**src/rtl/uart_tx_sched_if.sv**
```systemverilog
// uart_tx_sched_if: byte request handshake bundle between NREQ producers and the UART scheduler
// Signals:
//   req_valid [NREQ]   per-requester byte available (producer -> scheduler)
//   req_data  [8*NREQ] byte for requester i in bits [8i+7:8i] (producer -> scheduler)
//   req_ready [NREQ]   one-hot accept; transfer when valid & ready in the same cycle
// Modports: master = producer side, slave = scheduler side.
interface uart_tx_sched_if #(
    parameter int NREQ = 4
);
    logic [NREQ-1:0]   req_valid;
    logic [8*NREQ-1:0] req_data;
    logic [NREQ-1:0]   req_ready;

    modport master (output req_valid, output req_data, input req_ready);
    modport slave  (input req_valid, input req_data, output req_ready);
endinterface

```
**src/rtl/uart_tx_sched.sv**
```systemverilog
// uart_tx_sched: round-robin scheduler sharing one 8N1 UART TX line between NREQ byte requesters
// Ports:
//   clk       system clock, all state on rising edge
//   rst       asynchronous active-high reset
//   bus       request handshake (slave modport): req_valid, req_data, req_ready
//   grant_id  index of requester whose frame is on the line / last granted
//   busy      high from start bit through stop bit
//   tx_done   one-cycle pulse on the last clock of the stop bit
//   tx        serial line, idle high
module uart_tx_sched #(
    parameter int NREQ = 4,
    parameter int DIV  = 16,
    parameter int CW   = 8
) (
    input  logic                  clk,
    input  logic                  rst,
    uart_tx_sched_if.slave        bus,
    output logic [2:0]            grant_id,
    output logic                  busy,
    output logic                  tx_done,
    output logic                  tx
);
    typedef enum logic [1:0] {IDLE, START, DATA, STOP} state_t;

    state_t          state;
    logic [CW-1:0]   cnt;
    logic [2:0]      bit_idx;
    logic [7:0]      shift;
    logic [2:0]      ptr;
    logic            found;
    logic [2:0]      sel;
    logic [7:0]      sel_data;
    logic [3:0]      idx;
    logic [NREQ-1:0] ready_v;
    logic            last;

    assign last = cnt == CW'(DIV - 1);
    assign bus.req_ready = ready_v;

    // Search from ptr upward with wrap; the inner loop maps the rotated index
    // back to a constant requester number so no variable-width bit select is needed.
    always_comb begin
        found = 1'b0;
        sel = '0;
        sel_data = '0;
        idx = '0;
        ready_v = '0;
        for (int j = 0; j < NREQ; j++) begin
            idx = 4'(ptr) + 4'(j);
            if (idx >= 4'(NREQ)) idx = idx - 4'(NREQ);
            for (int k = 0; k < NREQ; k++)
                if (!found && idx == 4'(k) && bus.req_valid[k]) begin
                    found = 1'b1;
                    sel = 3'(k);
                end
        end
        for (int k = 0; k < NREQ; k++) begin
            ready_v[k] = found && sel == 3'(k) && state == IDLE && !rst;
            if (sel == 3'(k)) sel_data = bus.req_data[8*k +: 8];
        end
    end

    always_ff @(posedge clk or posedge rst) begin
        if (rst) begin
            state    <= IDLE;
            cnt      <= '0;
            bit_idx  <= '0;
            shift    <= '0;
            ptr      <= '0;
            grant_id <= '0;
            busy     <= 1'b0;
            tx_done  <= 1'b0;
            tx       <= 1'b1;
        end else begin
            cnt <= (state == IDLE || last) ? '0 : cnt + CW'(1);
            case (state)
                IDLE: begin
                    tx      <= 1'b1;
                    busy    <= 1'b0;
                    tx_done <= 1'b0;
                    if (found) begin
                        shift    <= sel_data;
                        grant_id <= sel;
                        ptr      <= (sel == 3'(NREQ - 1)) ? 3'd0 : sel + 3'd1;
                        state    <= START;
                        tx       <= 1'b0;
                        busy     <= 1'b1;
                    end
                end
                START: if (last) begin
                    state   <= DATA;
                    bit_idx <= '0;
                    tx      <= shift[0];
                end
                DATA: if (last) begin
                    if (bit_idx == 3'd7) begin
                        state <= STOP;
                        tx    <= 1'b1;
                    end else begin
                        shift   <= shift >> 1;
                        tx      <= shift[1];
                        bit_idx <= bit_idx + 3'd1;
                    end
                end
                STOP: begin
                    // Registered, so raise it one clock early to land on the final stop clock.
                    tx_done <= cnt == CW'(DIV - 2);
                    if (last) begin
                        state <= IDLE;
                        busy  <= 1'b0;
                    end
                end
                default: state <= IDLE;
            endcase
        end
    end
endmodule
```
**src/flat_wrapper.sv**
```systemverilog
// flat-port wrapper written by rule: the top's interface ports become plain ports
module uart_tx_sched_flat 
#(
    parameter int NREQ = 4,
    parameter int DIV  = 16,
    parameter int CW   = 8
)
  (clk, rst, grant_id, busy, tx_done, tx, bus_req_valid, bus_req_data, bus_req_ready);
  uart_tx_sched_if #(.NREQ(NREQ)) bus_i ();
  input  logic clk;
  input  logic rst;
  output logic [2:0] grant_id;
  output logic busy;
  output logic tx_done;
  output logic tx;
  input wire logic [$bits(bus_i.req_valid)-1:0] bus_req_valid;
  input wire logic [$bits(bus_i.req_data)-1:0] bus_req_data;
  output wire logic [$bits(bus_i.req_ready)-1:0] bus_req_ready;
  assign bus_i.req_valid = bus_req_valid;
  assign bus_i.req_data = bus_req_data;
  assign bus_req_ready = bus_i.req_ready;
  uart_tx_sched #(.NREQ(NREQ), .DIV(DIV), .CW(CW)) u_core (.clk(clk), .rst(rst), .bus(bus_i), .grant_id(grant_id), .busy(busy), .tx_done(tx_done), .tx(tx));
endmodule
```
**config.mk**
```make
export PLATFORM = sky130hd
export DESIGN_NAME = uart_tx_sched_flat
export DESIGN_NICKNAME = d
export VERILOG_FILES = /design/src/rtl/uart_tx_sched_if.sv /design/src/rtl/uart_tx_sched.sv /design/src/flat_wrapper.sv
export SDC_FILE = /design/constraint.sdc
export NUM_CORES = 1
export LEC_CHECK = 0
export ABC_AREA = 1
export ABC_CLOCK_PERIOD_IN_PS = 3800
export CAP_MARGIN = 20
export CORE_AREA = 3 3 71 73
export DETAILED_ROUTE_END_ITERATION = 8
export DIE_AREA = 0 0 74 76
export PLACE_DENSITY_LB_ADDON = 0.25
export REMOVE_ABC_BUFFERS = 1
export SYNTH_ARGS = -nofsm -noshare
export SYNTH_HDL_FRONTEND = slang
export SYNTH_SLANG_ARGS = --single-unit
```
**constraint.sdc**
```tcl
create_clock -name clk -period 3.8 [get_ports clk]
set_clock_uncertainty 0.15 [all_clocks]
set_input_delay 0.38 -clock clk [delete_from_list [all_inputs] [get_ports clk]]
set_output_delay 0.38 -clock clk [all_outputs]
set_load 0.02 [all_outputs]
```
==> run_results.csv, run 1 <==
group,metric,value,unit
status,run_status,"complete, no violations",
global_routing,antenna_violations_before_repair,0,
critical_path,crit_path_max_incr_delay,0.39,ns
critical_path,rrSetupSlack,0.42,ns
final_layout,nets,427,
clocking,cts_setup_buffers,0,
global_routing,grt_usage,20.3,%
place,numPortBuffers,46,
floorplan,die_w,74,µm
critical_path,worst-path-stages,18,
critical_path,crit_path_end,"bus_req_ready[1]",
clocking,number_of_clock_buffers_inserted_by_tritoncts,3,
logic_synthesis,syn_area,0.00228,mm²
logic_synthesis,synthFlopType,"dfrtp_1",
floorplan,dieHeight,76,µm
critical_path,timing.critical_path.required,3.27,ns
clocking,clock_tree.buffer_depth,2,
place,placed_area,0.00283,mm²
detailed_routing,drt-initial-drc-count,120,
floorplan,floorplan.initialDensity,51.6,%
place,gp_congestion,0.864,
place,detailedPlace.worstSlack,0.0598,ns
timing,report.final.setup_viol,0,
clocking,htree_levels,1,
timing,final.min_clock_period,3.49,ns
final_layout,layout-drive-gt1-share,11.9,%
power,vdd.ir_drop.worst,0.564,mV
global_routing,maximum_number_of_pins_on_one_net_before_global_route_repair,29,
critical_path,critical_path_arrival,2.96,ns
critical_path,setup.worst_path.start,"u_core.ptr[1]$_DFFE_PP0P_",
detailed_routing,route.detailed.wl_per_inst,12.6,µm
timing,finalSetupTns,0,ns
logic_synthesis,count_of_flip_flops_with_a_built_in_enable_after_synthesis,0,
logic_synthesis,yosys_register_bits,28,
timing,tightest_slew_margin_relative_to_the_limit,51.8,%
logic_synthesis,yosysSeqAreaShare,30.8,%
detailed_routing,dr_total_vias,2232,
global_routing,grt_first_pass_wirelength,9310,µm
clocking,number_of_clock_sinks,28,
logic_synthesis,synthDistinctLibCells,36,
critical_path,gate_family_responsible_for_the_most_delay_along_the_worst_path,"simple AND/OR/NAND/NOR gates",
floorplan,core-area,0.00441,mm²
global_routing,gr-total-overflow,0,
floorplan,io-pin-count,48,
detailed_routing,detail_route.first_pass.iterations,6,
global_routing,vias_in_the_first_global_route,2164,
floorplan,total_die_area,0.00562,mm²
timing,rsz0062_at_grt,"no",
critical_path,critical_path.reg2reg.endpoint,"u_core.shift[0]$_DFFE_PP0P_",
clocking,clk_transition_reported_paths,0.10,ns
timing,max_slew.worst_pin.slew,0.723,ns
floorplan,placement_rows,24,
power,p_per_area,917,mW/mm²
critical_path,worst_path_max_delay_cell,"dfrtp_1",
timing,hold_violations,0,
detailed_routing,postRouteWirelength,5330,µm
clocking,cts_tree,"built",
detailed_routing,vias_per_cell,5.28,
critical_path,crit_path_max_fanout,4,
critical_path,worst_setup_path_class,"reg2out",
timing,finalMaxSlewViolations,0,
logic_synthesis,post_synth_inst_count,318,
logic_synthesis,postSynthAreaPerCell,7.16,µm²
final_layout,syn2layout_area_growth,27.7,%
timing,final_worst_path_period_share,92.0,%
critical_path,r2r_cells,24,
critical_path,crit-reg2reg-launch,"u_core.ptr[1]$_DFFE_PP0P_",
worst_hold_path,worst_hold_path_type,"reg2reg",
critical_path,crit_path_cell_trace,"nand2_1 > inv_2 > ha_1 > inv_1 > nand2_1 > nand2_1 > nand4_4 > nor2_4 > nand4_4 > nor2_4 > nand4_4 > nor2_4 > a21oi_1 > inv_1 > ha_1 > clkinv_1 > nor3_1 > clkbuf_2",
critical_path,critPathCaptureType,"output pin",
clocking,cts-hold-fix-buffers,0,
clocking,root_buffer,"clkbuf_8",
detailed_routing,route.antenna.remaining_nets,0,
power,p_leak,1.41,nW
final_layout,postLayoutCellArea,0.00291,mm²
clocking,insertion_delay,0.28,ns
logic_synthesis,postSynth.asyncResetShare,100,%
logic_synthesis,yosys_warnings,0,
power,p_total,2.66,mW
critical_path,critical_path.n_buffers_inverters,5,
final_layout,diodes,0,
job,max-cap-violations,0,
timing,fmax,0.286,GHz
detailed_routing,drc,0,
place,hpwl,4250,µm
critical_path,kind_of_start_point_of_the_critical_path,"register",
timing,final.setup.worst_slack,0.306,ns
## power by group
| group | leakage (nW) | internal (mW) | switching [mW] | total (mW) |
|---|---|---|---|---|
| Combinational | 1.02 | 0.760 | 1.19 | 1.95 |
| Sequential | 0.361 | 0.408 | 0.0650 | 0.473 |
| Clock | 0.0357 | 0.141 | 0.0954 | 0.236 |
## routing by layer
metal,vias to the layer above,track usage (%),share of wire (%)
met2,59,32.6,46
met5,-,0,0
li1,1156,-,-
met3,6,4.35,5.5
met1,1011,27.1,47
met4,0,5.43,1.5
## flip-flops by register name (all words and copies together) (netlist names)
signal and cells:
u_core.cnt 8, u_core.shift 8, u_core.bit_idx 3, u_core.grant_id 2
u_core.ptr 2, u_core.state 2, u_core.busy 1, u_core.tx 1
u_core.tx_done 1
## worst register-to-register path, cell delays in order, from the launching register on
cell	delay, ns
dfrtp_1	0.39
nand2_1	0.17
inv_2	0.09
ha_1	0.20
inv_1	0.05
nand2_1	0.04
nand2_1	0.14
nand4_4	0.15
nor2_4	0.13
nand4_4	0.11
nor2_4	0.13
nand4_4	0.10
nor2_4	0.15
a21oi_1	0.11
buf_4	0.16
ha_1	0.20
buf_4	0.16
nand3_1	0.08
nand2_1	0.09
o21ai_0	0.08
nand2_1	0.06
o21ai_0	0.08
o21ai_0	0.10
nand4_1	0.12
nand2_1	0.07
## metrics by stage
| stage | util [%] | cells | hold slack, ns |
|---|---|---|---|
| after floorplan | - | 310 | 0.292 |
| after global placement | 64.1 | 419 | 0.307 |
| after detailed placement | 64.1 | 419 | 0.313 |
| after CTS | 65.8 | 423 | 0.338 |
| after global routing | 65.8 | 423 | 0.349 |
| final | 65.8 | 423 | 0.333 |
## kinds of logic after synthesis
| logic type | after synthesis | synth area share (%) |
|---|---|---|
| other | 2 | 0.330 |
| buffers and inverters | 46 | 8.63 |
| adder cells (fa/ha/maj) | 17 | 9.35 |
| AND/OR/NAND/NOR | 170 | 37.2 |
| XOR/XNOR | 1 | 0.385 |
| AO/OA/AOI/OAI | 54 | 13.3 |
| flip-flops | 28 | 30.8 |
## cells in the mapped netlist (3+ instances only)
cell,n,share of area [%]
clkbuf_1,7,1.2
ha_1,17,9.3
o21ai_0,31,6.8
nand2_2,5,1.4
nor2_1,27,4.5
nand4_1,11,3.0
nor2_4,4,2.0
a21oi_1,13,2.9
nand4_4,3,2.8
nor3b_1,3,0.99
o21ai_2,4,1.5
nand3_1,15,3.3
inv_1,32,5.3
nand2_1,78,13
dfrtp_1,27,30
nor3_1,14,3.1
## worst min path at each step
stage                                      from                          end  slack [ns]  cells past startpoint
CTS                 u_core.shift[3]$_DFFE_PP0P_  u_core.shift[3]$_DFFE_PP0P_        0.34                      2
global route        u_core.shift[4]$_DFFE_PP0P_  u_core.shift[4]$_DFFE_PP0P_        0.35                      2
global placement          u_core.tx$_DFFE_PP1P_        u_core.tx$_DFFE_PP1P_        0.31                      2
detailed placement  u_core.shift[3]$_DFFE_PP0P_  u_core.shift[3]$_DFFE_PP0P_        0.31                      2
floorplan           u_core.shift[0]$_DFFE_PP0P_  u_core.shift[0]$_DFFE_PP0P_        0.29                      2
finish              u_core.shift[3]$_DFFE_PP0P_  u_core.shift[3]$_DFFE_PP0P_        0.33                      2
## placed cells by master, fill, tap and decap left out, types with 2 or more instances in the layout
cell type,Yosys,layout
nand2_1,78,78
clkdlybuf4s50_1,0,42
inv_1,32,32
o21ai_0,31,31
nor2_1,27,27
dfrtp_1,27,27
ha_1,17,17
nand3_1,15,15
a21oi_1,13,13
nor3_1,14,12
nand4_1,11,11
buf_4,1,11
nand2_2,5,5
conb_1,2,5
nor2_4,4,4
o21ai_2,4,4
nand4_4,3,3
nor3b_1,3,3
clkbuf_8,0,3
or2_2,2,2
o31ai_1,2,2
nor2_2,2,2
nor3_2,0,2
nand3_2,2,2
clkinv_1,2,2
and3_1,2,2
dlymetal6s2s_1,0,2
clkbuf_2,0,2
## timing repair
action                                  CTS  global route
gates resized for setup                   3             9
pin swaps                                 0             0
endpoints found under the setup margin    4             4
## cell type report
class	instances	area, µm²
sequential	28	702
fill	394	1510
inverter	35	131
tap	52	65.1
clock inverter	1	30.0
multi-input combinational	247	1400
timing repair buffer	57	538
clock buffer	3	41.3
Note: power is estimated with default switching activity, not from simulation.
==> inputs of run 2 (changes only) <==
- RECOVER_POWER: not set -> 25
- SKIP_CTS_REPAIR_TIMING: not set -> 1
==> run_results.csv, run 2 (synthesis gave the netlist of run 1 again) <==
group,metric,value,unit
status,run_status,"complete, no violations",
critical_path,crit_path_max_fanout,4,
floorplan,floorplan.initialDensity,51.6,%
place,gp_congestion,0.864,
critical_path,gate_family_responsible_for_the_most_delay_along_the_worst_path,"simple AND/OR/NAND/NOR gates",
final_layout,fill_cells,393,
timing,max_slew.worst_pin.slew,1.47,ns
timing,final.setup.worst_slack,0.308,ns
detailed_routing,route.antenna.remaining_nets,0,
detailed_routing,drc,0,
clocking,number_of_clock_sinks,28,
critical_path,critical_path.n_buffers_inverters,5,
clocking,number_of_clock_buffers_inserted_by_tritoncts,3,
clocking,root_buffer,"clkbuf_8",
worst_hold_path,worst_hold_path_type,"reg2reg",
timing,finalMaxSlewViolations,0,
final_layout,end_of_flow_core_utilization,65.8,%
final_layout,area.sequential,702,µm²
clocking,htree_levels,1,
detailed_routing,route.detailed.wl_per_inst,12.6,µm
timing,final.min_clock_period,3.49,ns
final_layout,syn2layout_area_growth,27.5,%
global_routing,grt_first_pass_wirelength,9320,µm
final_layout,layout-drive-gt1-share,11.6,%
critical_path,crit_path_max_incr_delay,0.39,ns
detailed_routing,detail_route.first_pass.iterations,6,
floorplan,core-area,0.00441,mm²
power,p_leak,1.41,nW
place,placed_area,0.00283,mm²
timing,hold_violations,0,
clocking,clock_tree.buffer_depth,2,
clocking,cts_tree,"built",
floorplan,io-pin-count,48,
final_layout,postLayoutCellArea,0.00290,mm²
place,detailedPlace.worstSlack,0.0598,ns
floorplan,dieHeight,76,µm
critical_path,critPathCaptureType,"output pin",
final_layout,final_common_cell,"nand2_1",
timing,report.final.setup_viol,0,
detailed_routing,drt-initial-drc-count,145,
final_layout,nets,427,
critical_path,critical_path_arrival,2.96,ns
global_routing,vias_in_the_first_global_route,2161,
power,vdd.ir_drop.worst,0.566,mV
place,numPortBuffers,46,
global_routing,antenna_violations_before_repair,0,
critical_path,crit_path_cell_trace,"nand2_1 > inv_2 > ha_1 > inv_1 > nand2_1 > nand2_1 > nand4_4 > nor2_4 > nand4_4 > nor2_4 > nand4_4 > nor2_4 > a21oi_1 > inv_1 > ha_1 > clkinv_1 > nor3_1 > clkbuf_2",
floorplan,die_w,74,µm
critical_path,worst_setup_path_class,"reg2out",
critical_path,worst_path_max_delay_cell,"dfrtp_1",
detailed_routing,vias_per_cell,5.26,
timing,final_worst_path_period_share,91.9,%
power,p_total,2.67,mW
timing,tightest_slew_margin_relative_to_the_limit,2.25,%
detailed_routing,dr_total_vias,2226,
final_layout,largestRegisters,"u_core.cnt (8), u_core.shift (8), u_core.bit_idx (3)",
critical_path,kind_of_start_point_of_the_critical_path,"register",
power,p_per_area,918,mW/mm²
clocking,clk_transition_reported_paths,0.10,ns
timing,fmax,0.286,GHz
job,max-cap-violations,0,
floorplan,placement_rows,24,
final_layout,most-common-layout-cells,"nand2_1 (78), clkdlybuf4s50_1 (41), inv_1 (32)",
detailed_routing,postRouteWirelength,5330,µm
global_routing,grt_usage,20.3,%
timing,finalHoldWorstSlack,0.335,ns
final_layout,area_used_by_multi_input_combinational_logic,0.00140,mm²
global_routing,maximum_number_of_pins_on_one_net_before_global_route_repair,29,
final_layout,diodes,0,
clocking,insertion_delay,0.28,ns
timing,rsz0062_at_grt,"no",
global_routing,gr-total-overflow,0,
critical_path,timing.critical_path.required,3.27,ns
place,hpwl,4250,µm
floorplan,total_die_area,0.00562,mm²
[run 2: cell count changes in the layout (fill, tap and decap cells not counted), sizes merged]
cell	change
clkbuf	+1
dlygate4sd3	+1
buf	-1
clkdlybuf4s50	-1
[run 2: worst paths after layout]
| kind | start | end | slack, ns | depth (start not counted) |
|---|---|---|---|---|
| setup reg to reg | u_core.ptr[1]$_DFFE_PP0P_ | u_core.shift[0]$_DFFE_PP0P_ | 0.42 | 24 |
| min in group asynchronous | rst | u_core.grant_id[1]$_DFFE_PP0P_ | 0.99 | 3 |
| hold / removal | u_core.shift[3]$_DFFE_PP0P_ | u_core.shift[3]$_DFFE_PP0P_ | 0.34 | 2 |
| hold reg to reg | u_core.shift[3]$_DFFE_PP0P_ | u_core.shift[3]$_DFFE_PP0P_ | 0.34 | 2 |
| setup / recovery | u_core.ptr[1]$_DFFE_PP0P_ | bus_req_ready[1] | 0.31 | 18 |
| max in group asynchronous | rst | u_core.tx_done$_DFFE_PP0P_ | 1.66 | 3 |
[run 2: cell type report]
type | instances | area share, %
clock buffer | 3 | 1.42
multi-input combinational | 247 | 48.2
timing repair buffer | 57 | 18.4
clock inverter | 1 | 1.03
sequential | 28 | 24.2
tap | 52 | 2.24
inverter | 35 | 4.53
[run 2: power by group]
part | leakage, nW | internal [mW] | switching (mW) | total [mW]
registers | 0.361 | 0.408 | 0.0649 | 0.473
clock network | 0.0357 | 0.141 | 0.0963 | 0.237
logic | 1.01 | 0.760 | 1.20 | 1.96
total | 1.41 | 1.31 | 1.36 | 2.67
[run 2: metal layers]
metal | GRT usage [%] | vias up | wire length (µm)
met5 | 0 | - | 0
met3 | 4.35 | 6 | 313
met1 | 27.1 | 1005 | 2460
li1 | - | 1155 | -
met2 | 32.6 | 60 | 2480
met4 | 5.43 | 0 | 80
[run 2: worst reg2reg max path, stage by stage, from the launching register on]
cell     delay (ns)
dfrtp_1        0.39
nand2_1        0.16
inv_2          0.09
ha_1           0.20
inv_1          0.05
nand2_1        0.04
nand2_1        0.14
nand4_4        0.15
nor2_4         0.13
nand4_4        0.11
nor2_4         0.13
nand4_4        0.10
nor2_4         0.14
a21oi_1        0.11
buf_4          0.16
ha_1           0.20
buf_4          0.16
nand3_1        0.08
nand2_1        0.09
o21ai_0        0.08
nand2_1        0.06
o21ai_0        0.08
o21ai_0        0.10
nand4_1        0.12
nand2_1        0.07
[run 2: per-stage QoR]
step	setup TNS, ns	std cells
2_1_floorplan	0	310
3_3_place_gp	0	419
3_5_place_dp	0	419
4_1_cts	-0.226	423
5_1_grt	0	423
6_report	0	423
